$ cat config.mk
export PLATFORM = sky130hd
export DESIGN_NAME = fifo_sync
export DESIGN_NICKNAME = d
export VERILOG_FILES = /design/src/rtl/fifo_sync.sv
export SDC_FILE = /design/constraint.sdc
export NUM_CORES = 1
export LEC_CHECK = 0
export CORE_MARGIN = 2
export CORE_UTILIZATION = 25
export DETAILED_ROUTE_END_ITERATION = 10
export MAX_ROUTING_LAYER = met4
export PLACE_DENSITY = 0.37
export SYNTH_ARGS = -nofsm -noshare
export SYNTH_HDL_FRONTEND = slang
export SYNTH_SLANG_ARGS = --single-unit
$ cat constraint.sdc
create_clock -name clk -period 6.67 [get_ports clk]
set_clock_uncertainty 0.2 [all_clocks]
set_input_delay 1.0005 -clock clk [delete_from_list [all_inputs] [get_ports clk]]
set_output_delay 1.0005 -clock clk [all_outputs]
set_load 0.02 [all_outputs]
$ cat src/rtl/fifo_sync.sv
// Single-clock synchronous FIFO with registered read data and registered full/empty flags.
// Optional sticky overflow/underflow error outputs are enabled by defining FIFO_SYNC_ERRFLAG_EN.
module fifo_sync #(
    parameter int unsigned WIDTH = 8,
    parameter int unsigned DEPTH = 16
) (
    input  logic                     clk,
    input  logic                     resetn,
    input  logic [WIDTH-1:0]         input_data,
    input  logic                     write_en,
    input  logic                     read_en,
    output logic [WIDTH-1:0]         output_data,
    output logic                     full,
    output logic                     empty,
    output logic [$clog2(DEPTH):0]   count
`ifdef FIFO_SYNC_ERRFLAG_EN
    ,
    output logic                     overflow,
    output logic                     underflow
`endif
);

    localparam int unsigned AW = $clog2(DEPTH);
    localparam int unsigned CW = AW + 1;

    logic [WIDTH-1:0] mem [DEPTH];
    logic [AW-1:0]    wr_ptr;
    logic [AW-1:0]    rd_ptr;
    logic             wr_acc;
    logic             rd_acc;
    logic [CW-1:0]    count_nxt;

    // A read frees the head slot in the same edge, so a full FIFO can still accept a write.
    always_comb begin
        rd_acc    = read_en & ~empty;
        wr_acc    = write_en & (~full | rd_acc);
        count_nxt = count;
        case ({wr_acc, rd_acc})
            2'b10:   count_nxt = count + CW'(1);
            2'b01:   count_nxt = count - CW'(1);
            default: count_nxt = count;
        endcase
    end

    // Storage is intentionally left unreset; only pointers and count define validity.
    always_ff @(posedge clk) begin
        if (wr_acc) begin
            mem[wr_ptr] <= input_data;
        end
    end

    always_ff @(posedge clk or negedge resetn) begin
        if (!resetn) begin
            wr_ptr      <= '0;
            rd_ptr      <= '0;
            count       <= '0;
            output_data <= '0;
            full        <= 1'b0;
            empty       <= 1'b1;
        end else begin
            if (wr_acc) begin
                wr_ptr <= wr_ptr + AW'(1);
            end
            if (rd_acc) begin
                rd_ptr      <= rd_ptr + AW'(1);
                output_data <= mem[rd_ptr];
            end
            count <= count_nxt;
            full  <= (count_nxt == CW'(DEPTH));
            empty <= (count_nxt == CW'(0));
        end
    end

`ifdef FIFO_SYNC_ERRFLAG_EN
    // Sticky error flags; cleared only by reset.
    always_ff @(posedge clk or negedge resetn) begin
        if (!resetn) begin
            overflow  <= 1'b0;
            underflow <= 1'b0;
        end else begin
            if (write_en && !wr_acc) begin
                overflow <= 1'b1;
            end
            if (read_en && empty) begin
                underflow <= 1'b1;
            end
        end
    end
`endif

endmodule

==> impl_metrics.tcl, run 1 <==
set metrics [dict create \
    synth.lib_cells_used.distinct 40 \
    tritoncts.num_buffers 17 \
    synth-seq-cells 151 \
    timing_worst_slew_pin_value_ps 989 \
    post_cts_resized 0 \
    crit_path_end "full" \
    outcome "finished, final reports clean" \
    die_width_um 161 \
    postPlaceCellArea_sq_mm 0.00675 \
    antenna_cells 0 \
    setup-tns-final_ps 0 \
    worstSetupEndpointType "flop" \
    detail_route.iter0.violations 168 \
    clock_power_share 0.293 \
    pin_count 27 \
    clock_sink_count 151 \
    final_period_minus_worst_setup_slack_ps 4740 \
    synth.top_cells.by_area "sky130_fd_sc_hd__edfxtp_1 (62%), sky130_fd_sc_hd__dfrtp_1 (8.9%), sky130_fd_sc_hd__mux4_2 (8.8%)" \
    report.final.slew_viol_count 0 \
    reg2reg_to "full" \
    finalSetupViolations 0 \
    gp_routability_congestion 0.669 \
    drt_drc_violations_left 0 \
    area_growth_syn_to_layout_pct 18.9 \
    synth-warning-count 0 \
    insertion_delay_ps 430 \
    syn_area_sq_mm 0.00615 \
    timing_hold_violations_final 0 \
    critical_path_start "read_en" \
    detailroute.via_count 2973 \
    design.core.area_sq_mm 0.0242 \
    cp.required_ps 6830 \
    buffer_ports.inserted 26 \
    grt_antenna_before_repair 0 \
    dp_hpwl_um 8450 \
    gate_power_share 0.303 \
    layout_worst_path_cycle_share 0.710 \
    post-cts-setup-buffer-count 0 \
    syn-num-nets 335 \
    synthCells 314 \
    synth.yosys.seq_area_share 0.719 \
    grt_use_total 0.119 \
    netSwitchingFraction 0.322 \
    postLayoutCellArea_sq_mm 0.00732 \
    final_antenna_net_count 0 \
    post_route_cells_drive_above_1_share 0.198 \
    number_of_detailed_routing_iterations_run_before_antenna_repair 4 \
    slew_hr 0.335 \
    cts_htree_levels 4 \
    drt_wl_total_um 14100 \
    ff2ff_setup_slack_ps 2520 \
    global_route_wire_length_before_repair_um 21200 \
    power.ir.vdd_worst_mv 0.195 \
    mostFrequentLayoutCell "sky130_fd_sc_hd__edfxtp_1" \
    hp_class "reg2reg" \
    power_density_mw_per_mm2 434 \
    grt_setup_unrepaired "no" \
    p_int_mw 2.15 \
    p_leak_nw 2.43 \
    cts_max_path_buffers 2 \
    routedWlPerCell_um 20.7 \
    synth.largest_area_cell "sky130_fd_sc_hd__edfxtp_1" \
    maxCapViolCount 0 \
    mostFrequentLayoutCells "sky130_fd_sc_hd__edfxtp_1 (128), sky130_fd_sc_hd__clkdlybuf4s50_1 (26), sky130_fd_sc_hd__mux4_2 (24)" \
    synth_top_area_share 0.625 \
    ctsRootBufferMaster "sky130_fd_sc_hd__clkbuf_16" \
    power.share.sequential 0.404 \
    place.detailed.instances 650 \
    setup.worst_path.start_class "input port" \
    first_global_vias 3139 \
    data_arrival_critical_path_ps 4890 \
    die-area_sq_mm 0.0259 \
    num_rows 57 \
    global_route.overflow_total 0 \
    clk_transition_reported_paths_ps 60 \
    vias_per_cell 4.36 \
    largest_net_degree_at_the_start_of_global_routing 36 \
    max_freq_mhz 211 \
    criticalPathCategory "in2reg" \
    postSynthAreaPerCell_sq_um 19.6 \
    finish.net_count 366 \
    finalPower_mw 3.17 \
    worstReg2RegStart "empty" \
    postCtsHoldBufs 0 \
    finalNonFillerCells 682 \
    die_y_um 161 \
    path_max_fanout 20 \
    cts_tree "yes" \
    worst-r2r-cell-count 11 \
    initial_core_util 0.254 \
    p_switching_mw 1.02 \
]
-- critical path, cell delays in order --
cell and delay, ps:
sky130_fd_sc_hd__clkdlybuf4s50_1 450, sky130_fd_sc_hd__nand2b_1 430, sky130_fd_sc_hd__a21boi_0 970, sky130_fd_sc_hd__inv_1 250, sky130_fd_sc_hd__ha_1 390, sky130_fd_sc_hd__xor2_1 200, sky130_fd_sc_hd__ha_1 240, sky130_fd_sc_hd__a21oi_1 170
sky130_fd_sc_hd__mux2i_1 250, sky130_fd_sc_hd__xnor2_1 100, sky130_fd_sc_hd__a311o_1 320, sky130_fd_sc_hd__nor2b_1 110
-- synthesized netlist by cell type --
| library cell | n |
|---|---|
| sky130_fd_sc_hd__a211oi_1 | 1 |
| sky130_fd_sc_hd__a21boi_0 | 1 |
| sky130_fd_sc_hd__a21o_1 | 1 |
| sky130_fd_sc_hd__a21oi_1 | 1 |
| sky130_fd_sc_hd__a221o_1 | 8 |
| sky130_fd_sc_hd__a311o_1 | 1 |
| sky130_fd_sc_hd__a31oi_1 | 1 |
| sky130_fd_sc_hd__and2_1 | 13 |
| sky130_fd_sc_hd__and4_1 | 4 |
| sky130_fd_sc_hd__and4b_1 | 1 |
| sky130_fd_sc_hd__buf_1 | 3 |
| sky130_fd_sc_hd__buf_12 | 1 |
| sky130_fd_sc_hd__buf_2 | 2 |
| sky130_fd_sc_hd__buf_6 | 2 |
| sky130_fd_sc_hd__clkbuf_1 | 10 |
| sky130_fd_sc_hd__dfrtp_1 | 22 |
| sky130_fd_sc_hd__dfstp_2 | 1 |
| sky130_fd_sc_hd__edfxtp_1 | 128 |
| sky130_fd_sc_hd__ha_1 | 9 |
| sky130_fd_sc_hd__inv_1 | 4 |
| sky130_fd_sc_hd__mux2_2 | 9 |
| sky130_fd_sc_hd__mux2i_1 | 9 |
| sky130_fd_sc_hd__mux4_1 | 8 |
| sky130_fd_sc_hd__mux4_2 | 24 |
| sky130_fd_sc_hd__nand2_1 | 9 |
| sky130_fd_sc_hd__nand2b_1 | 1 |
| sky130_fd_sc_hd__nand3_1 | 1 |
| sky130_fd_sc_hd__nand4_1 | 2 |
| sky130_fd_sc_hd__nand4bb_1 | 1 |
| sky130_fd_sc_hd__nor2_1 | 5 |
| sky130_fd_sc_hd__nor2b_1 | 2 |
| sky130_fd_sc_hd__nor3_1 | 9 |
| sky130_fd_sc_hd__nor3b_1 | 1 |
| sky130_fd_sc_hd__nor4bb_1 | 1 |
| sky130_fd_sc_hd__o21a_1 | 2 |
| sky130_fd_sc_hd__o21ai_0 | 2 |
| sky130_fd_sc_hd__o32ai_1 | 1 |
| sky130_fd_sc_hd__or3b_2 | 1 |
| sky130_fd_sc_hd__xnor2_1 | 8 |
| sky130_fd_sc_hd__xor2_1 | 4 |
-- layout make-up --
| type | count | area (sq um) |
|---|---|---|
| Clock buffer | 18 | 429 |
| Clock inverter | 14 | 139 |
| Fill cell | 2384 | 16900 |
| Inverter | 4 | 15.0 |
| Multi-Input combinational cell | 141 | 1620 |
| Sequential cell | 151 | 4420 |
| Tap cell | 324 | 405 |
| Timing Repair Buffer | 30 | 290 |
-- per-layer routing --
metal  up-vias  global-route usage  part of all wire
met5         -                   -                 0
met4         0              0.0341             0.012
met3        12              0.0300             0.033
met2        55               0.178              0.48
met1      1569               0.162              0.48
li1       1337                   -                 -
-- cells by family (layout without fill, tap and decap cells) --
| logic type | Yosys count | in the layout | synth area share |
|---|---|---|---|
| AOI/OAI and AO/OA | 19 | 19 | 0.0256 |
| xor gates and xnor gates | 12 | 12 | 0.0171 |
| adders and majority gates | 9 | 9 | 0.0183 |
| buffers and inverters | 22 | 66 | 0.0189 |
| DFF | 151 | 151 | 0.719 |
| muxes | 50 | 50 | 0.153 |
| and+or+nand+nor | 51 | 51 | 0.0484 |
-- through the flow --
stage | hold WS, ps | worst slack, ps | utilization
2_1_floorplan | 328 | 3250 | -
3_3_place_gp | 322 | 1650 | 0.278
3_5_place_dp | 324 | 1470 | 0.278
4_1_cts | 342 | 1940 | 0.302
5_1_grt | 355 | 1470 | 0.302
6_report | 334 | 1930 | 0.302
-- worst min path at each step --
stage	end	slack [ps]	cells after the start	startpoint
after floorplan	wr_ptr[3]	330	1	wr_ptr[3]
after global placement	count[4]	320	1	count[4]
after detailed placement	count[4]	320	1	count[4]
after CTS	count[4]	340	1	count[4]
after global routing	count[4]	360	1	count[4]
final	count[4]	330	1	count[4]
-- sequential cells by signal, indices dropped and copies added, names as in the netlist --
signal,flops
count,5
empty,1
full,1
mem,128
output_data,8
rd_ptr,4
wr_ptr,4
-- power groups by stage --
| stage | combinational (mW) | sequential [mW] | clock [mW] |
|---|---|---|---|
| CTS | 0.988 | 1.29 | 0.954 |
| finish | 0.962 | 1.28 | 0.929 |
| detailed placement | 0.987 | 1.30 | 0 |
| global placement | 0.985 | 1.30 | 0 |
| global route | 1.05 | 1.30 | 0.992 |
| floorplan | 0.648 | 1.30 | 0 |
(Power assumes the default switching activity.)
==> run 2: changes to the inputs <==
--- a/config.mk
+++ b/config.mk
@@ -9,7 +9,7 @@
 export CORE_UTILIZATION = 25
 export DETAILED_ROUTE_END_ITERATION = 10
 export MAX_ROUTING_LAYER = met4
-export PLACE_DENSITY = 0.37
+export PLACE_DENSITY = 0.38
 export SYNTH_ARGS = -nofsm -noshare
 export SYNTH_HDL_FRONTEND = slang
 export SYNTH_SLANG_ARGS = --single-unit
==> constraint.sdc (replaced) <==
create_clock -name clk -period 4.31 [get_ports clk]
set_clock_uncertainty 0.2 [all_clocks]
set_input_delay 0.6465 -clock clk [delete_from_list [all_inputs] [get_ports clk]]
set_output_delay 0.6465 -clock clk [all_outputs]
set_load 0.02 [all_outputs]
==> run 2 against run 1 <==
  * Combinational power rose by 38%
  * Register-to-register slack got worse by 1200 ps
  * Hold slack got worse by 20 ps
  * Critical path depth rose by 1
  * Die area did not move
  * Clock power rose by 72%
  * Count of clock-buffer cells in the layout rose by 3
  * Non-clock buffer count rose by 1
==> impl_metrics.tcl, run 2 (synthesis results as in run 1) <==
set metrics [dict create \
    outcome "finished, final reports clean" \
    global_route_wire_length_before_repair_um 20900 \
    largest_registers "mem (128), output_data (8), count (5)" \
    postCtsHoldBufs 0 \
    buffer_ports.inserted 26 \
    finalSetupViolations 0 \
    final_period_minus_worst_setup_slack_ps 3160 \
    timing_worst_slew_pin_value_ps 1140 \
    report.final.slew_viol_count 0 \
    setup-tns-final_ps 0 \
    largest_net_degree_at_the_start_of_global_routing 36 \
    vias_per_cell 4.30 \
    die_width_um 161 \
    p_leak_nw 2.48 \
    setup.worst_path.start_class "input port" \
    mostFrequentLayoutCell "sky130_fd_sc_hd__edfxtp_1" \
    power.share.sequential 0.421 \
    drt_drc_violations_left 0 \
    netSwitchingFraction 0.301 \
    criticalPathCategory "in2reg" \
    grt_setup_unrepaired "no" \
    antenna_cells 0 \
    power.ir.vdd_worst_mv 0.245 \
    slew_hr 0.237 \
    p_switching_mw 1.52 \
    cts_tree "yes" \
    global_route.overflow_total 0 \
    gate_power_share 0.263 \
    final_antenna_net_count 0 \
    first_global_vias 3138 \
    hp_class "reg2reg" \
    cts_htree_levels 4 \
    routedWlPerCell_um 20.4 \
    clock_sink_count 151 \
    tritoncts.num_buffers 17 \
    die-area_sq_mm 0.0259 \
    pin_count 27 \
    dp_hpwl_um 8500 \
    ctsRootBufferMaster "sky130_fd_sc_hd__clkbuf_16" \
    insertion_delay_ps 410 \
    detail_route.iter0.violations 191 \
    largest_reg_flops 128 \
    cp.required_ps 4450 \
    gp_routability_congestion 0.681 \
    maxCapViolCount 0 \
    initial_core_util 0.254 \
    final_core_util 0.305 \
    p_int_mw 3.55 \
    grt_antenna_before_repair 0 \
    number_of_detailed_routing_iterations_run_before_antenna_repair 6 \
    area_growth_syn_to_layout_pct 20.2 \
    post-cts-setup-buffer-count 0 \
    postPlaceCellArea_sq_mm 0.00676 \
    mostFrequentLayoutCells "sky130_fd_sc_hd__edfxtp_1 (128), sky130_fd_sc_hd__clkdlybuf4s50_1 (26), sky130_fd_sc_hd__mux4_2 (24)" \
    postLayoutCellArea_sq_mm 0.00740 \
    clock_power_share 0.316 \
    timing_hold_violations_final 0 \
    cts_max_path_buffers 2 \
    worstSetupEndpointType "flop" \
    drt_wl_total_um 13900 \
    layout_worst_path_cycle_share 0.734 \
    clk_transition_reported_paths_ps 60 \
    regMostFlops "mem" \
    max_freq_mhz 316 \
    power_density_mw_per_mm2 685 \
    finish.net_count 367 \
    num_rows 57 \
    post_route_cells_drive_above_1_share 0.203 \
    design.core.area_sq_mm 0.0242 \
    path_max_fanout 11 \
    detailroute.via_count 2939 \
    post_cts_resized 0 \
    n_fill_cell 2397 \
    grt_use_total 0.117 \
    data_arrival_critical_path_ps 3310 \
    die_y_um 161 \
]
==> run 2: cell count changes in the layout (fill, tap and decap cells not counted) <==
cell	change
sky130_fd_sc_hd__inv_6	-4
sky130_fd_sc_hd__bufinv_16	+3
sky130_fd_sc_hd__clkbuf_8	+3
sky130_fd_sc_hd__clkinv_2	+2
sky130_fd_sc_hd__clkinvlp_4	-2
sky130_fd_sc_hd__buf_4	+1
sky130_fd_sc_hd__clkinv_4	-1
sky130_fd_sc_hd__dfrtp_1	-1
sky130_fd_sc_hd__dfrtp_2	+1
sky130_fd_sc_hd__inv_8	-1
==> run 2: critical path: stages <==
cell                              delay [ps]
sky130_fd_sc_hd__clkdlybuf4s50_1         460
sky130_fd_sc_hd__nand2b_1                 70
sky130_fd_sc_hd__a21boi_0                180
sky130_fd_sc_hd__buf_4                   190
sky130_fd_sc_hd__inv_1                   100
sky130_fd_sc_hd__ha_1                    310
sky130_fd_sc_hd__xor2_1                  200
sky130_fd_sc_hd__ha_1                    230
sky130_fd_sc_hd__a21oi_1                 150
sky130_fd_sc_hd__mux2i_1                 240
sky130_fd_sc_hd__xnor2_1                 100
sky130_fd_sc_hd__a311o_1                 310
sky130_fd_sc_hd__nor2b_1                 120
==> run 2: through the flow <==
stage	setup WS [ps]	power (mW)	cells	hold slack (ps)
2_1_floorplan	1250	3.02	314	151
3_3_place_gp	753	3.53	651	303
3_5_place_dp	721	3.54	651	301
4_1_cts	1140	5.15	683	315
5_1_grt	898	5.33	683	321
6_report	1150	5.07	683	314
==> run 2: final timing paths <==
| path | start | depth (start not counted) | slack, ps | to |
|---|---|---|---|---|
| hold / removal | output_data[2] | 1 | 310 | output_data[2] |
| setup reg to reg | empty | 11 | 1300 | full |
| hold reg to reg | output_data[2] | 1 | 310 | output_data[2] |
| setup / recovery | read_en | 13 | 1150 | full |
| min in group asynchronous | resetn | 2 | 390 | wr_ptr[0] |
| max in group asynchronous | resetn | 2 | 3230 | empty |
==> run 2: metal layers <==
layer / wire length, um / global-route usage
met1: 6740 / 0.156
met3: 441 / 0.0328
met2: 6590 / 0.178
met5: 0 / -
met4: 159 / 0.0304
==> run 2: cell type report <==
type	count	area (sq um)	area share
flip-flops and latches	151	4420	0.598
multi-input cells	141	1620	0.218
clock buffers	21	470	0.0636
well taps	324	405	0.0548
repair buffers	31	298	0.0403
clock inverters	11	169	0.0228
inverters	4	15.0	0.00203
==> run 2: power by group through the flow <==
stage	Sequential, mW	Combinational, mW	Clock (mW)
3_3_place_gp	2.17	1.35	0
4_1_cts	2.15	1.37	1.64
6_report	2.13	1.33	1.60
5_1_grt	2.18	1.45	1.70
3_5_place_dp	2.18	1.36	0
2_1_floorplan	2.02	1.00	0
==> patch 1: new RTL, settings of run 2 <==
Add a define of `FIFO_SYNC_ERRFLAG_EN`.
--- a/src/rtl/fifo_sync.sv
+++ b/src/rtl/fifo_sync.sv
@@ -1,5 +1,7 @@
 // Single-clock synchronous FIFO with registered read data and registered full/empty flags.
 // Optional sticky overflow/underflow error outputs are enabled by defining FIFO_SYNC_ERRFLAG_EN.
+`define FIFO_SYNC_ERRFLAG_EN
+
 module fifo_sync #(
     parameter int unsigned WIDTH = 8,
     parameter int unsigned DEPTH = 16
Behaviour (old outputs only; new: overflow and underflow): unchanged (Yosys induction, for registers that start in step).
==> patch 1 against run 2 <==
  * Sequential cell count increased by 2
  * Cell count up 2.8%
  * Critical endpoint unchanged
  * Largest cell class unchanged
  * Non-clock buffer count is 4 higher
  * Routed wire length rose by 0.12%
  * Combinational power is 9% higher
  * Area after synthesis is 0.69% higher
  * First-iteration DRC count is 7.3% lower
  * Via count increased by 3.4%
  * Power rose by 0.42%
  * Largest power group unchanged
  * Fmax down 2.4%
  * Design area is 0.63% higher
  * Count of clock-buffer cells in the layout shrank 3
  * Setup slack got worse by 0.079 ns
==> patch 1: results (changes against run 2) <==
status: "complete, no violations"
grt_pass1_wl_mm: 21.1  # +1.3%
peakVddDrop_mv: 0.288  # +18%
min_from: "underflow"
synth_mux_area_share_pct: 14.5  # -0.85 points
syn_nets: 350  # +4.5%
synthXorXnorAreaFrac_pct: 1.56  # -0.15 points
ys_types: 42  # +5.0%
tightest_slew_ns: 0.778  # -0.366 ns
whs_path_depth: 1  # unchanged
path_max_fanout: 9  # -2
cp.arrival_ns: 3.40  # +0.09 ns
clk_latency_ns: 0.43  # +0.02 ns
io_buffer_count: 28  # +7.7%
cp_slowest_cell: "clkdlybuf4s50_1"
dr.pass1.iters: 4  # -2
drt-initial-drc-count: 177  # -7.3%
reg2reg_slack_ns: 1.33  # +0.03 ns
switching_share_pct: 31.4  # +1.4 points
synth_area_leaders: "edfxtp_1, mux4_2, dfrtp_1"
cts_htree_levels: 4  # unchanged
cts_root_buf: "clkbuf_16"
path_delay_family: "compound AO/OA/AOI/OAI gates"
synth_common_cells: "edfxtp_1, mux4_2, dfrtp_1"
wl_mm: 13.9  # +0.12%
slowest_delay_ns: 0.49  # +0.03 ns
ys_ff_latch: 153  # +1.3%
synthAdderAreaFrac_pct: 1.62  # -0.21 points
place_congestion: 0.696  # +2.2%
synth_compound_area_share_pct: 2.99  # +0.43 points
avgViaCountPerCell: 4.33  # +0.57%
placed_area_sq_um: 6830  # +1.1%
leakagePower_nw: 2.48  # +0.32%
hpwl_mm: 9.01  # +6.0%
hold_end: "underflow"
async_flop_share_pct: 16.3  # +1.1 points
postCtsSetupRepairBufs: 0  # unchanged
grt_pass1_vias: 3199  # +1.9%
==> patch 1: how the worst max path moves through the flow <==
stage | startpoint | endpoint | slack [ns]
after detailed placement | read_en | full | 0.65
after CTS | read_en | full | 1.09
final | read_en | full | 1.07
after floorplan | read_en | full | 1.49
after global placement | read_en | full | 0.78
after global routing | read_en | empty | 0.82
==> patch 1: logic make-up after synthesis <==
kind of cell,after synthesis
flip-flops,153
XOR/XNOR,11
buffers and inverters,22
multiplexers,49
adder cells (fa/ha/maj),8
AO/OA/AOI/OAI,31
AND/OR/NAND/NOR,56
==> patch 1: per-layer routing <==
metal  track usage (%)  part of all wire, %  wire length (um)
met1              15.1                   47              6520
met3              3.03                  2.7               381
met5                 -                    0                 0
met4              4.18                  2.0               275
met2              18.0                   49              6770
==> patch 1: metrics by stage <==
| stage | setup WS, ns | utilization, % | cells | hold slack (ns) |
|---|---|---|---|---|
| 6_report | 1.07 | 30.6 | 702 | 0.266 |
| 3_5_place_dp | 0.649 | 28.1 | 671 | 0.262 |
| 4_1_cts | 1.09 | 30.6 | 702 | 0.277 |
| 2_1_floorplan | 1.49 | - | 330 | 0.151 |
| 5_1_grt | 0.822 | 30.6 | 702 | 0.296 |
| 3_3_place_gp | 0.776 | 28.1 | 671 | 0.243 |
==> patch 1: cell type report <==
class / count / area share (%)
clock inverters: 13 / 2.45
flip-flops and latches: 153 / 60.1
repair buffers: 35 / 4.64
inverters: 4 / 0.202
well taps: 324 / 5.45
clock buffers: 18 / 5.77
multi-input cells: 155 / 21.4
==> patch 1: worst register-to-register path, stage by stage, from the launching register on <==
cell	delay [ns]
dfstp_2	0.38
nand2b_1	0.15
a21boi_0	0.29
inv_1	0.15
ha_1	0.34
xor2_1	0.21
ha_1	0.23
o21ai_0	0.10
a221oi_1	0.29
o211ai_1	0.16
xnor2_1	0.24
nor3b_2	0.19
==> patch 1: power by group through the flow <==
stage	Clock, W	Sequential (W)	Combinational, W
floorplan	0	0.00205	0.00104
global placement	0	0.00212	0.00148
detailed placement	0	0.00213	0.00149
CTS	0.00159	0.00210	0.00149
global route	0.00166	0.00212	0.00159
finish	0.00156	0.00208	0.00145
==> patch 2: new RTL, config.mk and constraints of run 2 <==
Without the edit above. Put one more register stage on the output `count`. The value now appears one clock later. The other outputs are not delayed to match.
--- a/src/rtl/fifo_sync.sv
+++ b/src/rtl/fifo_sync.sv
@@ -23,6 +23,8 @@
     localparam int unsigned AW = $clog2(DEPTH);
     localparam int unsigned CW = AW + 1;
 
+    logic [$clog2(DEPTH):0] count_s0;
+
     logic [WIDTH-1:0] mem [DEPTH];
     logic [AW-1:0]    wr_ptr;
     logic [AW-1:0]    rd_ptr;
@@ -34,11 +36,11 @@
     always_comb begin
         rd_acc    = read_en & ~empty;
         wr_acc    = write_en & (~full | rd_acc);
-        count_nxt = count;
+        count_nxt = count_s0;
         case ({wr_acc, rd_acc})
-            2'b10:   count_nxt = count + CW'(1);
-            2'b01:   count_nxt = count - CW'(1);
-            default: count_nxt = count;
+            2'b10:   count_nxt = count_s0 + CW'(1);
+            2'b01:   count_nxt = count_s0 - CW'(1);
+            default: count_nxt = count_s0;
         endcase
     end
 
@@ -53,7 +55,7 @@
         if (!resetn) begin
             wr_ptr      <= '0;
             rd_ptr      <= '0;
-            count       <= '0;
+            count_s0    <= '0;
             output_data <= '0;
             full        <= 1'b0;
             empty       <= 1'b1;
@@ -65,7 +67,7 @@
                 rd_ptr      <= rd_ptr + AW'(1);
                 output_data <= mem[rd_ptr];
             end
-            count <= count_nxt;
+            count_s0 <= count_nxt;
             full  <= (count_nxt == CW'(DEPTH));
             empty <= (count_nxt == CW'(0));
         end
@@ -88,5 +90,9 @@
     end
 `endif
 
+    always_ff @(posedge clk) begin
+        count <= count_s0;
+    end
+
 endmodule
 
Behaviour: not the same (a bounded check fails within 4 cycles, from zero or initial values and one cycle with resetn low).
==> patch 2 against run 2 <==
  * Power shrank 0.64%
  * Area after synthesis grew 1.6%
  * Routed wire length grew 0.80%
  * Design area grew 0.86%
  * Setup slack lost 0.017 ns
  * Sequential cell count grew 5
  * Via count grew 1.5%
  * Worst hold slack lost 0.11 ns
  * Critical endpoint unchanged
==> patch 2: results (changes against run 2) <==
drt-initial-drc-count: 194  # +1.6%
synth_common_cells: "edfxtp_1, mux4_2, dfrtp_1"
syn_nets: 340  # +1.5%
buf_share_pct: 4.26  # +0.23 points
nets: 373  # +1.6%
use_met3_pct: 2.48  # -0.80 points
place_congestion: 0.685  # +0.63%
instances_no_fill: 689  # +0.88%
tightest_slew_ns: 1.03  # -0.110 ns
async_flop_share_pct: 14.7  # -0.49 points
min_period_ns: 3.18  # +0.0174 ns
p_int_w: 0.00343  # -3.3%
drive_above_1_share_pct: 20.0  # -0.33 points
grt_use_met1_pct: 16.3  # +0.75 points
n_all_buffers: 32  # +3.2%
ys_types: 41  # +2.5%
syn_inst: 319  # +1.6%
status: "complete, no violations"
routed-via-count: 2983  # +1.5%
wl_met3_um: 265  # -40%
routed.top_layer: "met4"
hpwl_mm: 8.56  # +0.74%
yosys_warnings: 0  # unchanged
sequentialPowerShare_pct: 42.3  # +0.2 points
fin_hold_ws_ns: 0.209  # -0.105 ns
whs_path_depth: 0  # -1
fillers: 2359  # -1.6%
grt_use_met2_pct: 17.7  # -0.055 points
synth_edf_count: 128  # unchanged
cp.arrival_ns: 3.34  # +0.03 ns
synth_area_leaders: "edfxtp_1, dfrtp_1, mux4_2"
clkCellAreaFrac_pct: 7.83  # -0.81 points
reg_top3: "mem: 128 flops, output_data: 8 flops"
multi_input_area_share_pct: 21.7  # -0.19 points
yosysSeqAreaShare_pct: 72.3  # +0.45 points
reg2reg_slack_ns: 1.29
post_drt_wl_per_cell_um: 20.4  # about the same
ys_ff_latch: 156  # +3.3%
synth_area_per_cell_sq_um: 19.6  # about the same
placed_area_sq_um: 6880  # +1.8%
grt_pass1_wl_mm: 21.4  # +2.6%
peakVddDrop_mv: 0.296  # +21%
hold_end: "count[4]"
grt.total_usage_pct: 11.9  # +0.12 points
seqCellArea_sq_um: 4520  # +2.2%
dp.cells: 657  # +0.92%
min_from: "count_s0[4]"
power_w: 0.00504  # -0.64%
n_clock_buffer: 18  # -14%
dr.pass1.iters: 4  # -2
pre_cts_slack_ns: 0.708  # -0.0122 ns
grt_pass1_vias: 3206  # +2.2%
pwr-share-comb_pct: 28.6  # +2.3 points
drt-met1-wl_mm: 7.00  # +4.0%
cts_htree_levels: 4  # unchanged
leakagePower_nw: 2.50  # +0.77%
dr_wl_met2_mm: 6.61  # +0.30%
patch 2: cell count changes in the layout (fill, tap and decap cells not counted), sizes merged:
| cell | before | now |
|---|---|---|
| buf | 5 | 6 |
| bufinv | 4 | 1 |
| clkbuf | 21 | 18 |
| clkinvlp | 1 | 2 |
| dfxtp | 0 | 5 |
| inv | 5 | 10 |
patch 2: worst reg2reg max path, cell delays in order, from the launching register on:
cell and delay [ns]:
dfstp_2 0.54, nand2b_1 0.12, buf_4 0.26, inv_1 0.15, ha_1 0.32, xor2_1 0.20
ha_1 0.23, a21oi_1 0.16, mux2i_1 0.23, xnor2_1 0.10, a311o_1 0.31, nor2b_1 0.12
patch 2: kinds of logic (layout without fill, tap and decap cells):
group                      count (synthesis)  count (layout)  synth area share (%)
DFF                                      156             156                  72.3
and+or+nand+nor                           51              51                  4.76
muxes                                     50              50                  15.1
buffers and inverters                     22              68                  1.86
AOI/OAI and AO/OA                         19              19                  2.52
xor gates and xnor gates                  12              12                  1.68
adders and majority gates                  9               9                  1.80
